===== src/rtl/dma_regrw_mc.sv =====
// DMA channel status poller with a single AXI4-Lite master.
// Rising edges on the run vector queue status reads, which are granted
// round-robin. A level-held write request takes priority over queued reads.
// Only one AXI transaction is in flight at any time.
module dma_regrw_mc #(
    parameter int         NUM_CHN  = 4,
    parameter logic [7:0] STTS_OFS = 8'h40
) (
    input  logic                   usr_clk,
    input  logic                   usr_rst,
    // AXI4-Lite master
    output logic [31:0]            s_axil_awaddr,
    output logic [2:0]             s_axil_awprot,
    output logic                   s_axil_awvalid,
    input  logic                   s_axil_awready,
    output logic [31:0]            s_axil_wdata,
    output logic [3:0]             s_axil_wstrb,
    output logic                   s_axil_wvalid,
    input  logic                   s_axil_wready,
    input  logic [1:0]             s_axil_bresp,
    input  logic                   s_axil_bvalid,
    output logic                   s_axil_bready,
    output logic [31:0]            s_axil_araddr,
    output logic [2:0]             s_axil_arprot,
    output logic                   s_axil_arvalid,
    input  logic                   s_axil_arready,
    input  logic [31:0]            s_axil_rdata,
    input  logic [1:0]             s_axil_rresp,
    input  logic                   s_axil_rvalid,
    output logic                   s_axil_rready,
    // Status read requests and results
    input  logic [2*NUM_CHN-1:0]   dma_regrw_run_i,
    input  logic                   wr_req_i,
    input  logic [15:0]            wr_addr_i,
    input  logic [31:0]            wr_data_i,
    output logic                   wr_done_o,
    output logic [NUM_CHN*32-1:0]  c2h_chn_stts_o,
    output logic [NUM_CHN*32-1:0]  h2c_chn_stts_o,
    output logic [2*NUM_CHN-1:0]   stts_upd_o,
    output logic [2*NUM_CHN:0]     resp_err_o
);

    localparam int NR = 2 * NUM_CHN;
    localparam int IW = $clog2(NR);

    typedef enum logic [2:0] {S_IDLE, S_AR, S_R, S_AW_W, S_B} state_t;

    state_t        state;
    logic [NR-1:0] run_d1;
    logic [NR-1:0] pend;
    logic [NR-1:0] pend_nxt;
    logic [NR-1:0] rise;
    logic [NR-1:0] nxt_mask;
    logic [NR-1:0] gnt_mask;
    logic [IW-1:0] ptr;
    logic [IW-1:0] gnt;
    logic [IW-1:0] gnt_nxt;
    logic          gnt_hit;
    logic          is_c2h;
    logic [3:0]    chn_nxt;
    logic [31:0]   rd_addr;
    logic          aw_done;
    logic          w_done;

    assign rise          = dma_regrw_run_i & ~run_d1;
    assign nxt_mask      = NR'(1) << gnt_nxt;
    assign gnt_mask      = NR'(1) << gnt;
    assign s_axil_arprot = 3'b000;
    assign s_axil_awprot = 3'b000;
    // A channel counts as finished once its valid is down or is handshaking now
    assign aw_done       = !s_axil_awvalid || s_axil_awready;
    assign w_done        = !s_axil_wvalid || s_axil_wready;

    // Round-robin search: first pending bit at or above the pointer, else wrap to the lowest
    always_comb begin
        gnt_hit = 1'b0;
        gnt_nxt = '0;
        for (int j = 0; j < NR; j++) begin
            if (!gnt_hit && pend[j] && (j >= int'(ptr))) begin
                gnt_hit = 1'b1;
                gnt_nxt = IW'(j);
            end
        end
        for (int j = 0; j < NR; j++) begin
            if (!gnt_hit && pend[j]) begin
                gnt_hit = 1'b1;
                gnt_nxt = IW'(j);
            end
        end
    end

    // Status register address of the candidate grant: low half is C2H, high half is H2C
    always_comb begin
        is_c2h  = int'(gnt_nxt) < NUM_CHN;
        chn_nxt = is_c2h ? 4'(gnt_nxt) : 4'(int'(gnt_nxt) - NUM_CHN);
        rd_addr = {16'd0, (is_c2h ? 4'h1 : 4'h0), chn_nxt, STTS_OFS};
    end

    // Pending bitmap: a grant clears its bit, a new edge (even on the serviced bit) re-arms it
    always_comb begin
        pend_nxt = pend;
        if (state == S_IDLE && !wr_req_i && gnt_hit) begin
            pend_nxt = pend & ~nxt_mask;
        end
        pend_nxt = pend_nxt | rise;
    end

    // Transaction FSM with registered AXI handshakes, status capture and error flags
    always_ff @(posedge usr_clk) begin
        if (usr_rst) begin
            state          <= S_IDLE;
            run_d1         <= '0;
            pend           <= '0;
            ptr            <= '0;
            gnt            <= '0;
            s_axil_awaddr  <= '0;
            s_axil_awvalid <= 1'b0;
            s_axil_wdata   <= '0;
            s_axil_wstrb   <= '0;
            s_axil_wvalid  <= 1'b0;
            s_axil_bready  <= 1'b0;
            s_axil_araddr  <= '0;
            s_axil_arvalid <= 1'b0;
            s_axil_rready  <= 1'b0;
            wr_done_o      <= 1'b0;
            c2h_chn_stts_o <= '0;
            h2c_chn_stts_o <= '0;
            stts_upd_o     <= '0;
            resp_err_o     <= '0;
        end else begin
            run_d1     <= dma_regrw_run_i;
            pend       <= pend_nxt;
            stts_upd_o <= '0;
            wr_done_o  <= 1'b0;
            case (state)
                S_IDLE: begin
                    if (wr_req_i) begin
                        state          <= S_AW_W;
                        s_axil_awaddr  <= {16'd0, wr_addr_i};
                        s_axil_wdata   <= wr_data_i;
                        s_axil_wstrb   <= 4'hf;
                        s_axil_awvalid <= 1'b1;
                        s_axil_wvalid  <= 1'b1;
                    end else if (gnt_hit) begin
                        state          <= S_AR;
                        gnt            <= gnt_nxt;
                        ptr            <= (gnt_nxt == IW'(NR - 1)) ? '0 : gnt_nxt + 1'b1;
                        s_axil_araddr  <= rd_addr;
                        s_axil_arvalid <= 1'b1;
                    end
                end
                S_AR: begin
                    if (s_axil_arready) begin
                        state          <= S_R;
                        s_axil_arvalid <= 1'b0;
                        s_axil_rready  <= 1'b1;
                    end
                end
                S_R: begin
                    if (s_axil_rvalid) begin
                        state         <= S_IDLE;
                        s_axil_rready <= 1'b0;
                        stts_upd_o    <= gnt_mask;
                        for (int c = 0; c < NUM_CHN; c++) begin
                            if (gnt == IW'(c)) begin
                                c2h_chn_stts_o[32*c +: 32] <= s_axil_rdata;
                            end
                            if (gnt == IW'(c + NUM_CHN)) begin
                                h2c_chn_stts_o[32*c +: 32] <= s_axil_rdata;
                            end
                        end
                        if (s_axil_rresp != 2'b00) begin
                            resp_err_o[NR-1:0] <= resp_err_o[NR-1:0] | gnt_mask;
                        end
                    end
                end
                S_AW_W: begin
                    if (s_axil_awvalid && s_axil_awready) begin
                        s_axil_awvalid <= 1'b0;
                    end
                    if (s_axil_wvalid && s_axil_wready) begin
                        s_axil_wvalid <= 1'b0;
                    end
                    if (aw_done && w_done) begin
                        state         <= S_B;
                        s_axil_bready <= 1'b1;
                    end
                end
                S_B: begin
                    if (s_axil_bvalid) begin
                        state         <= S_IDLE;
                        s_axil_bready <= 1'b0;
                        wr_done_o     <= 1'b1;
                        if (s_axil_bresp != 2'b00) begin
                            resp_err_o[NR] <= 1'b1;
                        end
                    end
                end
                default: state <= S_IDLE;
            endcase
        end
    end

endmodule


===== config.mk =====
export PLATFORM = sky130hd
export DESIGN_NAME = dma_regrw_mc
export DESIGN_NICKNAME = d
export VERILOG_FILES = /design/src/rtl/dma_regrw_mc.sv
export SDC_FILE = /design/constraint.sdc
export NUM_CORES = 1
export LEC_CHECK = 0
export CORE_AREA = 2 2 191 193
export DETAILED_ROUTE_END_ITERATION = 8
export DIE_AREA = 0 0 193 195
export HOLD_SLACK_MARGIN = 0.03
export PLACE_DENSITY = 0.69
export SLEW_MARGIN = 20
export SYNTH_ARGS = -nofsm -noshare
export SYNTH_HDL_FRONTEND = slang
export SYNTH_SLANG_ARGS = --single-unit
export TNS_END_PERCENT = 30

===== constraint.sdc =====
create_clock -name usr_clk -period 6.3 [get_ports usr_clk]
set_input_delay 1.26 -clock usr_clk [delete_from_list [all_inputs] [get_ports usr_clk]]
set_output_delay 1.26 -clock usr_clk [all_outputs]
set_load 0.05 [all_outputs]

# Word-level counts from Yosys, hierarchy flattened
# Cells that the tools add are included.
totals:
  ff_bits: 362
  inputBits: 100
  out_inout_bits: 385
  word_cells: 203
classes:
  addsub: 2
  n_lt_le_gt_ge: 8
  eq_ne: 22
  shifts: 2
  muxes: 58
  bitwise: 10
  n_reduce_logical: 75
ops:
  columns: ["op", "count"]
  rows:
  - ["$mux W3", 20]
  - ["$reduce_and A3 Y1", 15]
  - ["$mux W1", 29]
  - ["$logic_and A1 B1 Y1", 27]
  - ["$eq A3 B3 Y1 const B", 6]
  - ["$logic_not A1 Y1", 18]
  - ["$ne A2 B2 Y1 const B", 9]
  - ["$and A8 B8 Y8", 2]
  - ["$not A8 Y8", 2]
  - ["$or A8 B8 Y8", 2]
  - ["$shl A1 B3 Y8 const A", 2]
  - ["$pmux W3 S5", 1]
  - ["$eq A3 B2 Y1 const B", 4]
  - ["$reduce_bool A2 Y1", 6]
  - ["$pmux W1 S2", 5]
  - ["$ge A3 B3 Y1 const A", 3]
  - ["$mux W8", 1]
  - ["$eq A3 B1 Y1 const B", 2]
  - ["$ge A1 B3 Y1 const A", 2]
  - ["$ge A2 B3 Y1 const A", 2]
  - ["$logic_not A3 Y1", 2]
  - ["$reduce_and A5 Y1", 1]
  - ["$mux W4", 1]
  - ["$not A1 Y1", 4]
  - ["other kinds (10)", 11]

# Logic depth before layout (Yosys ltp)
# Gate-level depths: netlist of run 1.
depth:
  depth_word: 59
  ltp_mapped: 11
  ltp_nobuf: 10

# Worst setup path after synthesis of run 1
# OpenSTA, ideal clock, no wires.
synth_path:
  kind: "input -> register"
  startpoint: "input s_axil_rvalid"
  endpoint: "register h2c_chn_stts_o[118]"
  setup_ns: 0.132
  arrival_ns: 2.171
  required_ns: 6.168
  slack_ns: 3.997
  path_stages: 6
  path_buffers: 1
  cell_sequence: "and4bb_4 > and2_1 > nand3_1 > buf_2 > nand2_1 > a21oi_1"
synth_via:
  elab_chain_len: 1
synth_lines:
  columns: ["item", "line_no", "text"]
  rows:
  - ["start: declaration", "29", "input logic s_axil_rvalid,"]
  - ["$reduce_and A3 Y1 (no line)", null, null]
  - ["end signal: indexed assignment", "169", "h2c_chn_stts_o[32*c +: 32] <= s_axil_rdata;"]
  - ["end: declaration", "38", "output logic [NUM_CHN*32-1:0] h2c_chn_stts_o,"]
# Every way passes these cells.
# A chain may end at the register's enable or synchronous reset.

==> results of run 1 <==
-- cell type report --
class | instances | area, um2 | area share [%]
flip-flops and latches | 355 | 7107 | 37.94
multi-input cells | 1171 | 5318 | 28.38
repair buffers | 445 | 4452 | 23.76
clock buffers | 59 | 1184 | 6.318
well taps | 461 | 576.8 | 3.079
clock inverters | 7 | 63.81 | 0.3406
inverters | 9 | 33.78 | 0.1803
-- Yosys cell counts (2+ instances only) --
cell,count
sky130_fd_sc_hd__nor2_1,49
sky130_fd_sc_hd__a221oi_1,2
sky130_fd_sc_hd__a211oi_1,2
sky130_fd_sc_hd__nand2_1,624
sky130_fd_sc_hd__nor3_4,2
sky130_fd_sc_hd__ha_1,6
sky130_fd_sc_hd__a21oi_1,332
sky130_fd_sc_hd__nor3_1,4
sky130_fd_sc_hd__o21bai_1,2
sky130_fd_sc_hd__nor4_2,2
sky130_fd_sc_hd__and2_1,6
sky130_fd_sc_hd__nand2b_1,8
sky130_fd_sc_hd__nand3_1,3
sky130_fd_sc_hd__nor3b_1,5
sky130_fd_sc_hd__mux2i_1,2
sky130_fd_sc_hd__clkbuf_1,43
sky130_fd_sc_hd__nor2b_1,22
sky130_fd_sc_hd__o211ai_1,2
sky130_fd_sc_hd__buf_4,62
sky130_fd_sc_hd__o221ai_1,3
sky130_fd_sc_hd__a31oi_1,6
sky130_fd_sc_hd__inv_1,9
sky130_fd_sc_hd__nand2_2,2
sky130_fd_sc_hd__nor2_2,6
sky130_fd_sc_hd__buf_2,87
sky130_fd_sc_hd__o21ai_0,9
sky130_fd_sc_hd__dfxtp_1,355
-- placed cells by master, fill, tap and decap left out, types with 2 or more instances in the layout --
cell type,instances
sky130_fd_sc_hd__a211oi_1,2
sky130_fd_sc_hd__a21oi_1,332
sky130_fd_sc_hd__a221oi_1,2
sky130_fd_sc_hd__a31oi_1,6
sky130_fd_sc_hd__and2_1,5
sky130_fd_sc_hd__buf_4,10
sky130_fd_sc_hd__clkbuf_1,9
sky130_fd_sc_hd__clkbuf_16,41
sky130_fd_sc_hd__clkbuf_8,9
sky130_fd_sc_hd__clkdlybuf4s50_1,433
sky130_fd_sc_hd__clkinv_2,5
sky130_fd_sc_hd__conb_1,50
sky130_fd_sc_hd__dfxtp_1,355
sky130_fd_sc_hd__ha_1,6
sky130_fd_sc_hd__inv_1,9
sky130_fd_sc_hd__mux2i_1,2
sky130_fd_sc_hd__nand2_1,622
sky130_fd_sc_hd__nand2_2,4
sky130_fd_sc_hd__nand2b_1,8
sky130_fd_sc_hd__nand3_1,2
sky130_fd_sc_hd__nand3_2,2
sky130_fd_sc_hd__nor2_1,49
sky130_fd_sc_hd__nor2_4,7
sky130_fd_sc_hd__nor2b_1,22
sky130_fd_sc_hd__nor3_1,4
sky130_fd_sc_hd__nor3_4,2
sky130_fd_sc_hd__nor3b_1,5
sky130_fd_sc_hd__nor4_2,2
sky130_fd_sc_hd__o211ai_1,2
sky130_fd_sc_hd__o21ai_0,9
sky130_fd_sc_hd__o21bai_1,2
sky130_fd_sc_hd__o221ai_1,3
-- final timing paths --
| path | to | slack (ns) | cells after the start |
|---|---|---|---|
| worst min register to register | h2c_chn_stts_o[36]$_SDFFE_PP0P_ | 0.45 | 2 |
| worst max register to register | pend[7]$_SDFF_PP0_ | 3.70 | 10 |
| worst max-delay path | s_axil_araddr[8] | 2.80 | 1 |
| worst min-delay path | h2c_chn_stts_o[36]$_SDFFE_PP0P_ | 0.45 | 2 |
-- per-layer routing --
| layer | vias up | share of wire, % | global-route usage (%) |
|---|---|---|---|
| li1 | 5973 | - | - |
| met1 | 5755 | 39 | 27.59 |
| met2 | 497 | 48 | 38.87 |
| met3 | 91 | 9.1 | 6.272 |
| met4 | 0 | 3.8 | 10.30 |
| met5 | - | 0 | 0 |
-- report_power, final --
part | leakage (nW) | internal (mW) | switching, mW | total [mW]
sequential | 2.87 | 2.39 | 0.132 | 2.52
combinational | 2.89 | 0.450 | 1.01 | 1.46
clock | 0.619 | 1.33 | 0.894 | 2.23
total | 6.38 | 4.17 | 2.03 | 6.20
-- flip-flops by register name, indices dropped and copies added (netlist names), 2 cells and up --
signal,cells
state,3
pend,8
s_axil_awaddr,16
h2c_chn_stts_o,128
gnt,3
ptr,3
s_axil_wdata,32
run_d1,8
resp_err_o,9
s_axil_araddr,2
stts_upd_o,8
c2h_chn_stts_o,128
-- through the flow --
stage	cells	util [%]	worst slack [ns]
5_1_grt	2507	52.93	2.716
2_1_floorplan	1729	-	3.997
4_1_cts	2506	52.85	2.769
3_3_place_gp	2440	49.32	2.792
3_5_place_dp	2440	49.32	2.626
6_report	2507	52.93	2.800
-- cells by family (layout without fill, tap and decap cells) --
| family | count (synthesis) | in the layout | synth area share, % |
|---|---|---|---|
| flip-flops | 355 | 355 | 53.42 |
| AO/OA/AOI/OAI | 371 | 371 | 14.83 |
| other | 1 | 50 | 0.02819 |
| adder cells (fa/ha/maj) | 6 | 6 | 0.5643 |
| multiplexers | 2 | 2 | 0.1505 |
| AND/OR/NAND/NOR | 742 | 742 | 22.70 |
| buffers and inverters | 203 | 520 | 8.304 |
==> flow_summary_export.csv, run 1 <==
group,metric,value,unit
finish,final_layout_size_suffix_gt1_share,4.692,%
die,floorplan.die.width,193,um
clocking,clk_pin_slew,0.06,ns
die,initial_utilization,37.59,%
sta,worst_clock_skew,0.01188,ns
die,die-area,37640,um2
synth,ys_ff_latch,355,
clocking,htreeDepth,2,
setup_path,critPathMaxStageDelay,0.95,ns
setup_path,arrival,2.24,ns
flow_run,cap_viol_max_count,0,
clocking,clkLatencyLatePin,0.54,ns
synth,yosysUniqueCellTypes,52,
die,chipHeight,195,um
synth,syn_std_cell_area,13300,um2
setup_path,slowest_cell_on_the_critical_path,"sky130_fd_sc_hd__clkdlybuf4s50_1",
synth,netlist.top_cell.by_area,"sky130_fd_sc_hd__dfxtp_1",
synth,yosysWarningCount,0,
clocking,cts_tree,"done",
setup_path,worst-path-buf-inv,1,
setup_path,setup.worst_path.end_class,"output pin",
synth,synth_enable_flop_cells,0,
power,pwr_density_cell,331.0,nW/um2
setup_path,critPathLaunch,"gnt[0]$_SDFFE_PP0P_",
die,placementRows,69,
finish,design_area,18730,um2
clocking,cts_max_path_buffers,3,
synth,ys_seq_area_share,53.42,%
global_route,grt-ovfl-total,0,
synth,netlist_instances,1680,
clocking,cts-resized-gates,0,
setup_path,worst-path-max-fanout,14,
sta,finalSetupViolations,0,
sta,post-route-min-period,3.500,ns
finish,n_antenna_cell,0,
routing,via_count,12316,
setup_path,critical_path_required,5.04,ns
status,status,"complete, no violations",
setup_path,crit_path_cell_trace,"clkdlybuf4s50_1",
routing,viasPerCell,4.913,
routing,postRouteAntennaNets,0,
placement,gp_congestion,0.8725,
placement,buffer_ports.inserted,434,
sta,setup_total_negative_slack,0,ns
clocking,cts_made_buffers,39,
sta,timing.final.crit_share,55.55,%
die,core,35400,um2
global_route,groute.usage.overall,23.17,%
worst_hold_path,worst_hold_startpoint,"h2c_chn_stts_o[36]$_SDFFE_PP0P_",
worst_hold_path,worst_hold_path_type,"reg -> reg",
power,leakage,6.383,nW
global_route,antenna_found_initial,0,
sta,whs,0.4513,ns
placement,place.detailed.hpwl,30740,um
setup_path,launch_point_of_the_worst_reg_to_reg_path,"pend[2]$_SDFF_PP0_",
synth,synth_async_sr_flop_share,0,%
synth,synthDominantCellAreaShare,53.42,%
sta,rsz0062_at_grt,"no",
synth,ys.flop_type,"sky130_fd_sc_hd__dfxtp_1",
routing,detail_route.wl_per_cell,18.04,um
sta,max_slew_margin,32.75,%
finish,syn_to_final_growth,40.82,%
global_route,grt_first_pass_wirelength,67070,um
power,total_power,6.201,mW
sta,tightest_slew,1.006,ns
power,irDropWorstVdd,0.2308,mV
sta,slew_violations,0,
die,num_io_pins,485,
setup_path,crit_path_kind,"reg -> out",
clocking,cts.sink_count,355,
routing,drt_first_pass_iters,5,
routing,drt_wl_total,45220,um
finish,design.final.nets,2127,
finish,fillers,3299,
placement,placed_area,17460,um2
setup_path,path_delay_family,"buffers and inverters",
clocking,post_cts_setup_buffer_count,0,
routing,drc,0,
clocking,ctsRootBufferMaster,"sky130_fd_sc_hd__clkbuf_16",
clocking,cts.hold.buffers_added,0,
sta,fmax,285.7,MHz
synth,synthesis.area_per_instance,7.919,um2
sta,hold_viol_final,0,
synth,synth_area_leaders,"sky130_fd_sc_hd__dfxtp_1 (53%), sky130_fd_sc_hd__nand2_1 (18%), sky130_fd_sc_hd__a21oi_1 (12%)",
setup_path,timing.critical_path.from_type,"register",
routing,first_iter_violations,667,
global_route,grt_max_degree,186,
global_route,grt_pass1_vias,11658,
Power figures use the tool's default switching activity.
==> run 2, diff against run 1 <==
--- a/config.mk
+++ b/config.mk
@@ -5,11 +5,11 @@
 export SDC_FILE = /design/constraint.sdc
 export NUM_CORES = 1
 export LEC_CHECK = 0
-export CORE_AREA = 2 2 191 193
+export CORE_MARGIN = 2
+export CORE_UTILIZATION = 40
 export DETAILED_ROUTE_END_ITERATION = 8
-export DIE_AREA = 0 0 193 195
 export HOLD_SLACK_MARGIN = 0.03
-export PLACE_DENSITY = 0.69
+export PLACE_DENSITY = 0.76
 export SLEW_MARGIN = 20
 export SYNTH_ARGS = -nofsm -noshare
 export SYNTH_HDL_FRONTEND = slang
==> constraint.sdc (replaced) <==
create_clock -name usr_clk -period 2.9 [get_ports usr_clk]
set_input_delay 0.58 -clock usr_clk [delete_from_list [all_inputs] [get_ports usr_clk]]
set_output_delay 0.58 -clock usr_clk [all_outputs]
set_load 0.05 [all_outputs]
==> run 2 against run 1 <==
Against the previous run:
- combinational power up 130%
- clock power up 130%
- final cell count up 0.40%
- die area down 7.7%
- via count up 3.9%
- sequential power up 120%
- clock-buffer cell count down 1
- core utilization up 5.7 points
- critical endpoint is now ptr[2]$_SDFFE_PP0P_
==> flow_summary_export.csv, run 2 (synthesized netlist as in run 1, its figures left out) <==
group,metric,value,unit
setup_path,timing.critical_path.from_type,"register",
finish,top_regs,"c2h_chn_stts_o x128, h2c_chn_stts_o x128, s_axil_wdata x32",
clocking,clk_pin_slew,0.06,ns
sta,hold_viol_final,0,
routing,postRouteAntennaNets,0,
setup_path,critPathMaxStageDelay,0.55,ns
clocking,post_cts_setup_buffer_count,0,
clocking,cts_tree,"done",
flow_run,cap_viol_max_count,0,
sta,post-route-min-period,2.451,ns
setup_path,critPathLaunch,"ptr[2]$_SDFFE_PP0P_",
setup_path,crit_path_cell_trace,"nand2_1 -> a221oi_1 -> o32ai_1 -> a21oi_1 -> nand2_1 -> ha_1 -> ha_1 -> mux2i_1 -> nor2_1",
routing,drt_wl_total,45810,um
routing,drt_first_pass_iters,5,
setup_path,critical_path.endpoint,"ptr[2]$_SDFFE_PP0P_",
global_route,groute.usage.overall,25.20,%
power,leakage,6.585,nW
global_route,antenna_found_initial,0,
clocking,cts.sink_count,355,
die,initial_utilization,40.79,%
routing,drc,0,
sta,tightest_slew,0.7514,ns
setup_path,setup.worst_path.end_class,"register",
sta,timing.final.crit_share,84.52,%
die,die-area,34740,um2
clocking,cts.hold.buffers_added,0,
setup_path,worst-path-buf-inv,0,
setup_path,arrival,2.83,ns
setup_path,path_length_in_cells_of_the_critical_path,9,
setup_path,worst_r2r_endpoint,"ptr[2]$_SDFFE_PP0P_",
die,core,32620,um2
clocking,ctsRootBufferMaster,"sky130_fd_sc_hd__clkbuf_16",
setup_path,launch_point_of_the_worst_reg_to_reg_path,"ptr[2]$_SDFFE_PP0P_",
clocking,cts-resized-gates,0,
sta,slew_violations,0,
die,chipHeight,186.4,um
die,num_io_pins,485,
setup_path,slowest_cell_on_the_critical_path,"sky130_fd_sc_hd__dfxtp_1",
global_route,grt_first_pass_wirelength,69510,um
routing,detail_route.wl_per_cell,18.20,um
placement,buffer_ports.inserted,434,
power,pwr_density_cell,729.6,nW/um2
die,floorplan.die.width,186.4,um
finish,n_antenna_cell,0,
sta,finalSetupViolations,0,
setup_path,worst-path-max-fanout,11,
sta,max_slew_margin,49.49,%
global_route,grt_max_degree,99,
status,status,"complete, no violations",
setup_path,path_delay_family,"compound AO/OA/AOI/OAI gates",
setup_path,critical_path_required,3.28,ns
die,placementRows,66,
finish,final_layout_size_suffix_gt1_share,5.928,%
setup_path,worst-r2r-setup-slack,0.45,ns
clocking,clkLatencyLatePin,0.52,ns
global_route,grt_pass1_vias,12151,
worst_hold_path,worst_hold_path_type,"reg -> reg",
setup_path,crit_path_kind,"reg -> reg",
power,irDropWorstVdd,0.5126,mV
sta,worst_clock_skew,0.006039,ns
finish,syn_to_final_growth,43.62,%
setup_path,worstRegToRegCells,9,
sta,setup_total_negative_slack,0,ns
clocking,htreeDepth,2,
clocking,cts_max_path_buffers,3,
finish,design.final.nets,2153,
sta,rsz0062_at_grt,"no",
clocking,cts_made_buffers,38,
finish,final_common_cell,"sky130_fd_sc_hd__nand2_1",
sta,fmax,408.0,MHz
global_route,grt-ovfl-total,0,
finish,finalNonFillerCells,2517,
routing,viasPerCell,5.086,
placement,gp_congestion,0.9289,
routing,via_count,12801,
routing,first_iter_violations,803,
placement,numPlacedInstances,2449,
finish,layout.cells.most_common_list,"sky130_fd_sc_hd__nand2_1 (623), sky130_fd_sc_hd__clkdlybuf4s50_1 (433), sky130_fd_sc_hd__dfxtp_1 (355)",
placement,place.detailed.hpwl,31450,um
-- run 2: metrics by stage --
step | area (um2) | total power [mW] | hold WS (ns) | worst slack, ns | utilization (%)
after floorplan | 13490 | 7.783 | 0.4631 | 0.7834 | -
after global placement | 17750 | 8.763 | 0.4404 | 0.5259 | 54.43
after detailed placement | 17750 | 8.816 | 0.4455 | 0.5028 | 54.43
after CTS | 19110 | 14.01 | 0.4537 | 0.5072 | 58.58
after global routing | 19110 | 14.46 | 0.4671 | 0.2941 | 58.58
final | 19110 | 13.94 | 0.4516 | 0.4488 | 58.58
-- run 2: worst register-to-register path, stage by stage, from the launching register on --
cell and delay [ns]:
sky130_fd_sc_hd__dfxtp_1 0.55, sky130_fd_sc_hd__nand2_1 0.15, sky130_fd_sc_hd__a221oi_1 0.29, sky130_fd_sc_hd__o32ai_1 0.16, sky130_fd_sc_hd__a21oi_1 0.31, sky130_fd_sc_hd__nand2_1 0.14, sky130_fd_sc_hd__ha_1 0.24, sky130_fd_sc_hd__ha_1 0.27
sky130_fd_sc_hd__mux2i_1 0.13, sky130_fd_sc_hd__nor2_1 0.06
-- run 2: power breakdown --
part / internal (mW) / switching [mW] / leakage (nW)
Sequential: 5.19 / 0.267 / 2.87
Clock: 3.23 / 1.97 / 0.664
Combinational: 1.05 / 2.25 / 3.05
-- run 2: layer usage --
layer | vias up | part of all wire (%) | global-route usage, %
li1 | 6042 | - | -
met1 | 6040 | 39 | 30.03
met2 | 597 | 48 | 43.20
met3 | 122 | 9.2 | 6.169
met4 | 0 | 4.2 | 10.83
met5 | - | 0 | 0
-- run 2: worst min-delay path by stage --
stage,from,end,cells after the start
3_5_place_dp,c2h_chn_stts_o[74]$_SDFFE_PP0P_,c2h_chn_stts_o[74]$_SDFFE_PP0P_,2
3_3_place_gp,h2c_chn_stts_o[84]$_SDFFE_PP0P_,h2c_chn_stts_o[84]$_SDFFE_PP0P_,2
2_1_floorplan,run_d1[7]$_SDFF_PP0_,pend[7]$_SDFF_PP0_,3
5_1_grt,h2c_chn_stts_o[85]$_SDFFE_PP0P_,h2c_chn_stts_o[85]$_SDFFE_PP0P_,2
4_1_cts,c2h_chn_stts_o[74]$_SDFFE_PP0P_,c2h_chn_stts_o[74]$_SDFFE_PP0P_,2
6_report,c2h_chn_stts_o[19]$_SDFFE_PP0P_,c2h_chn_stts_o[19]$_SDFFE_PP0P_,2
-- run 2: final cells by class --
type                       instances  area [um2]
timing repair buffer             472        4747
multi-input combinational       1171        5314
clock buffer                      58        1170
fill                            2881       13510
sequential                       355        7107
inverter                           9       33.78
clock inverter                    10       182.7
tap                              442       553.0
==> run 3, diff against run 2 <==
==> constraint.sdc (replaced) <==
create_clock -name usr_clk -period 2.2 [get_ports usr_clk]
set_input_delay 0.44 -clock usr_clk [delete_from_list [all_inputs] [get_ports usr_clk]]
set_output_delay 0.44 -clock usr_clk [all_outputs]
set_load 0.05 [all_outputs]
==> run 3 against run 2 <==
Against the previous run:
- core utilization up 0.60 points
- total power rose by 30%
- sequential share of layout area is 0.35 points lower
- non-clock buffer count up 22
- worst hold slack lost 0.18 ns
- critical path depth decreased by 8
- worst setup slack lost 0.42 ns
- critical endpoint is now c2h_chn_stts_o[40]
==> flow_summary_export.csv, run 3 (synthesized netlist as in run 1, its figures left out) <==
group,metric,value,unit
setup_path,crit_path_cell_trace,"clkdlybuf4s50_1",
clocking,ctsRootBufferMaster,"sky130_fd_sc_hd__clkbuf_16",
power,pwr_density_cell,937.5,nW/um2
sta,tightest_slew,0.6453,ns
setup_path,critPathMaxStageDelay,0.84,ns
placement,numPlacedInstances,2470,
finish,multi_input_combinational_cell_area,5325,um2
sta,finalSetupViolations,0,
finish,layout.core_utilization,59.18,%
worst_hold_path,worst_hold_path_type,"in -> reg",
finish,top_regs,"c2h_chn_stts_o x128, h2c_chn_stts_o x128, s_axil_wdata x32",
die,chipHeight,186.4,um
finish,design.final.nets,2175,
routing,drt_first_pass_iters,5,
placement,dpl_worst_slack,0.005115,ns
sta,hold_viol_final,0,
finish,syn_to_final_growth,45.10,%
routing,first_iter_violations,818,
global_route,grt-ovfl-total,0,
sta,slew_violations,0,
status,status,"complete, no violations",
power,irDropWorstVdd,0.6891,mV
setup_path,critPathLaunch,"c2h_chn_stts_o[40]$_SDFFE_PP0P_",
global_route,groute.usage.overall,24.93,%
routing,drt_wl_total,45320,um
global_route,grt_max_degree,99,
worst_hold_path,worst_hold_startpoint,"usr_rst",
placement,place.detailed.hpwl,31790,um
setup_path,worst-path-buf-inv,1,
clocking,htreeDepth,2,
sta,worst_clock_skew,0.01061,ns
die,num_io_pins,485,
die,die-area,34740,um2
sta,whs,0.2762,ns
flow_run,cap_viol_max_count,0,
routing,detail_route.wl_per_cell,17.86,um
sta,fmax,461.6,MHz
routing,viasPerCell,5.001,
finish,design_area,19300,um2
setup_path,arrival,1.73,ns
finish,layout.cells.most_common_list,"sky130_fd_sc_hd__nand2_1 (623), sky130_fd_sc_hd__clkdlybuf4s50_1 (417), sky130_fd_sc_hd__dfxtp_1 (350)",
sta,max_slew_margin,56.85,%
die,initial_utilization,40.79,%
global_route,antenna_found_initial,0,
clocking,cts.sink_count,355,
clocking,clkLatencyLatePin,0.52,ns
finish,ff_latch_area,7113,um2
routing,top_layer,"met4",
global_route,grt_first_pass_wirelength,68830,um
sta,post-route-min-period,2.167,ns
die,core,32620,um2
clocking,cts_made_buffers,38,
sta,timing.final.ws_setup,0.03345,ns
clocking,cts_max_path_buffers,3,
routing,drc,0,
power,total_power,18.10,mW
routing,postRouteAntennaNets,0,
die,placementRows,66,
global_route,grt_pass1_vias,12092,
setup_path,worst-path-max-fanout,2,
setup_path,critical_path_required,1.76,ns
finish,fillers,2828,
placement,buffer_ports.inserted,434,
sta,rsz0062_at_grt,"yes",
routing,route.met2.wl,21480,um
placement,placed_area,18030,um2
clocking,cts_tree,"done",
routing,route.met3.wl,3771,um
finish,n_antenna_cell,0,
setup_path,launch_point_of_the_worst_reg_to_reg_path,"ptr[1]$_SDFFE_PP0P_",
routing,via_count,12692,
die,floorplan.die.width,186.4,um
power,leakage,6.849,nW
setup_path,setup.worst_path.end_class,"output pin",
finish,final_common_cell,"sky130_fd_sc_hd__nand2_1",
finish,final_layout_size_suffix_gt1_share,7.395,%
sta,timing.final.crit_share,98.48,%
routing,m1WireLength,18050,um
sta,setup_total_negative_slack,0,ns
clocking,clk_pin_slew,0.06,ns
placement,gp_congestion,0.9340,
setup_path,timing.critical_path.from_type,"register",
finish,finalNonFillerCells,2538,
setup_path,path_delay_family,"buffers and inverters",
setup_path,slowest_cell_on_the_critical_path,"sky130_fd_sc_hd__clkdlybuf4s50_1",
setup_path,crit_path_kind,"reg -> out",
run 3: cell count changes in the layout (fill, tap and decap cells not counted), moves of 2 or more:
cell / previous run / this run
sky130_fd_sc_hd__buf_4: 29 / 45
sky130_fd_sc_hd__dfxtp_1: 355 / 350
sky130_fd_sc_hd__dlymetal6s2s_1: 0 / 7
sky130_fd_sc_hd__bufinv_16: 5 / 2
sky130_fd_sc_hd__clkdlybuf4s50_1: 433 / 417
sky130_fd_sc_hd__buf_12: 9 / 19
sky130_fd_sc_hd__dfxtp_2: 0 / 5
sky130_fd_sc_hd__clkbuf_16: 41 / 39
sky130_fd_sc_hd__dlygate4sd2_1: 0 / 5
sky130_fd_sc_hd__clkinvlp_4: 0 / 3
run 3: final timing paths:
check                              endpoint  cells after the start  slack [ns]
min reg2reg  c2h_chn_stts_o[3]$_SDFFE_PP0P_                      2        0.45
max                      c2h_chn_stts_o[40]                      1        0.03
max reg2reg             ptr[2]$_SDFFE_PP0P_                      9        0.05
min                      pend[7]$_SDFF_PP0_                      2        0.28
run 3: where the power goes:
| part | total [mW] | internal [mW] | switching [mW] | leakage (nW) |
|---|---|---|---|---|
| clock | 6.35 | 3.77 | 2.59 | 0.602 |
| combinational | 4.58 | 1.53 | 3.05 | 3.37 |
| sequential | 7.16 | 6.84 | 0.323 | 2.88 |
| total | 18.1 | 12.1 | 5.96 | 6.85 |
run 3: what timing repair did:
item / in CTS / in global routing
pin swaps: 0 / 1
hold buffers: 0 / 0
endpoints found under the setup margin: 6 / 17
gates resized for setup: 7 / 14
buffers inserted: 0 / 1
run 3: area by class of cell:
cell class,count,area share (%)
Tap cell,442,2.865
Inverter,9,0.1750
Clock inverter,11,0.6222
Clock buffer,56,5.801
Multi-Input combinational cell,1171,27.59
Timing Repair Buffer,494,26.10
Sequential cell,355,36.85
run 3: layer usage:
metal	global-route usage, %	vias to the layer above
met4	11.42	0
met5	0	-
met1	29.73	5899
li1	-	6070
met3	6.376	132
met2	42.19	591
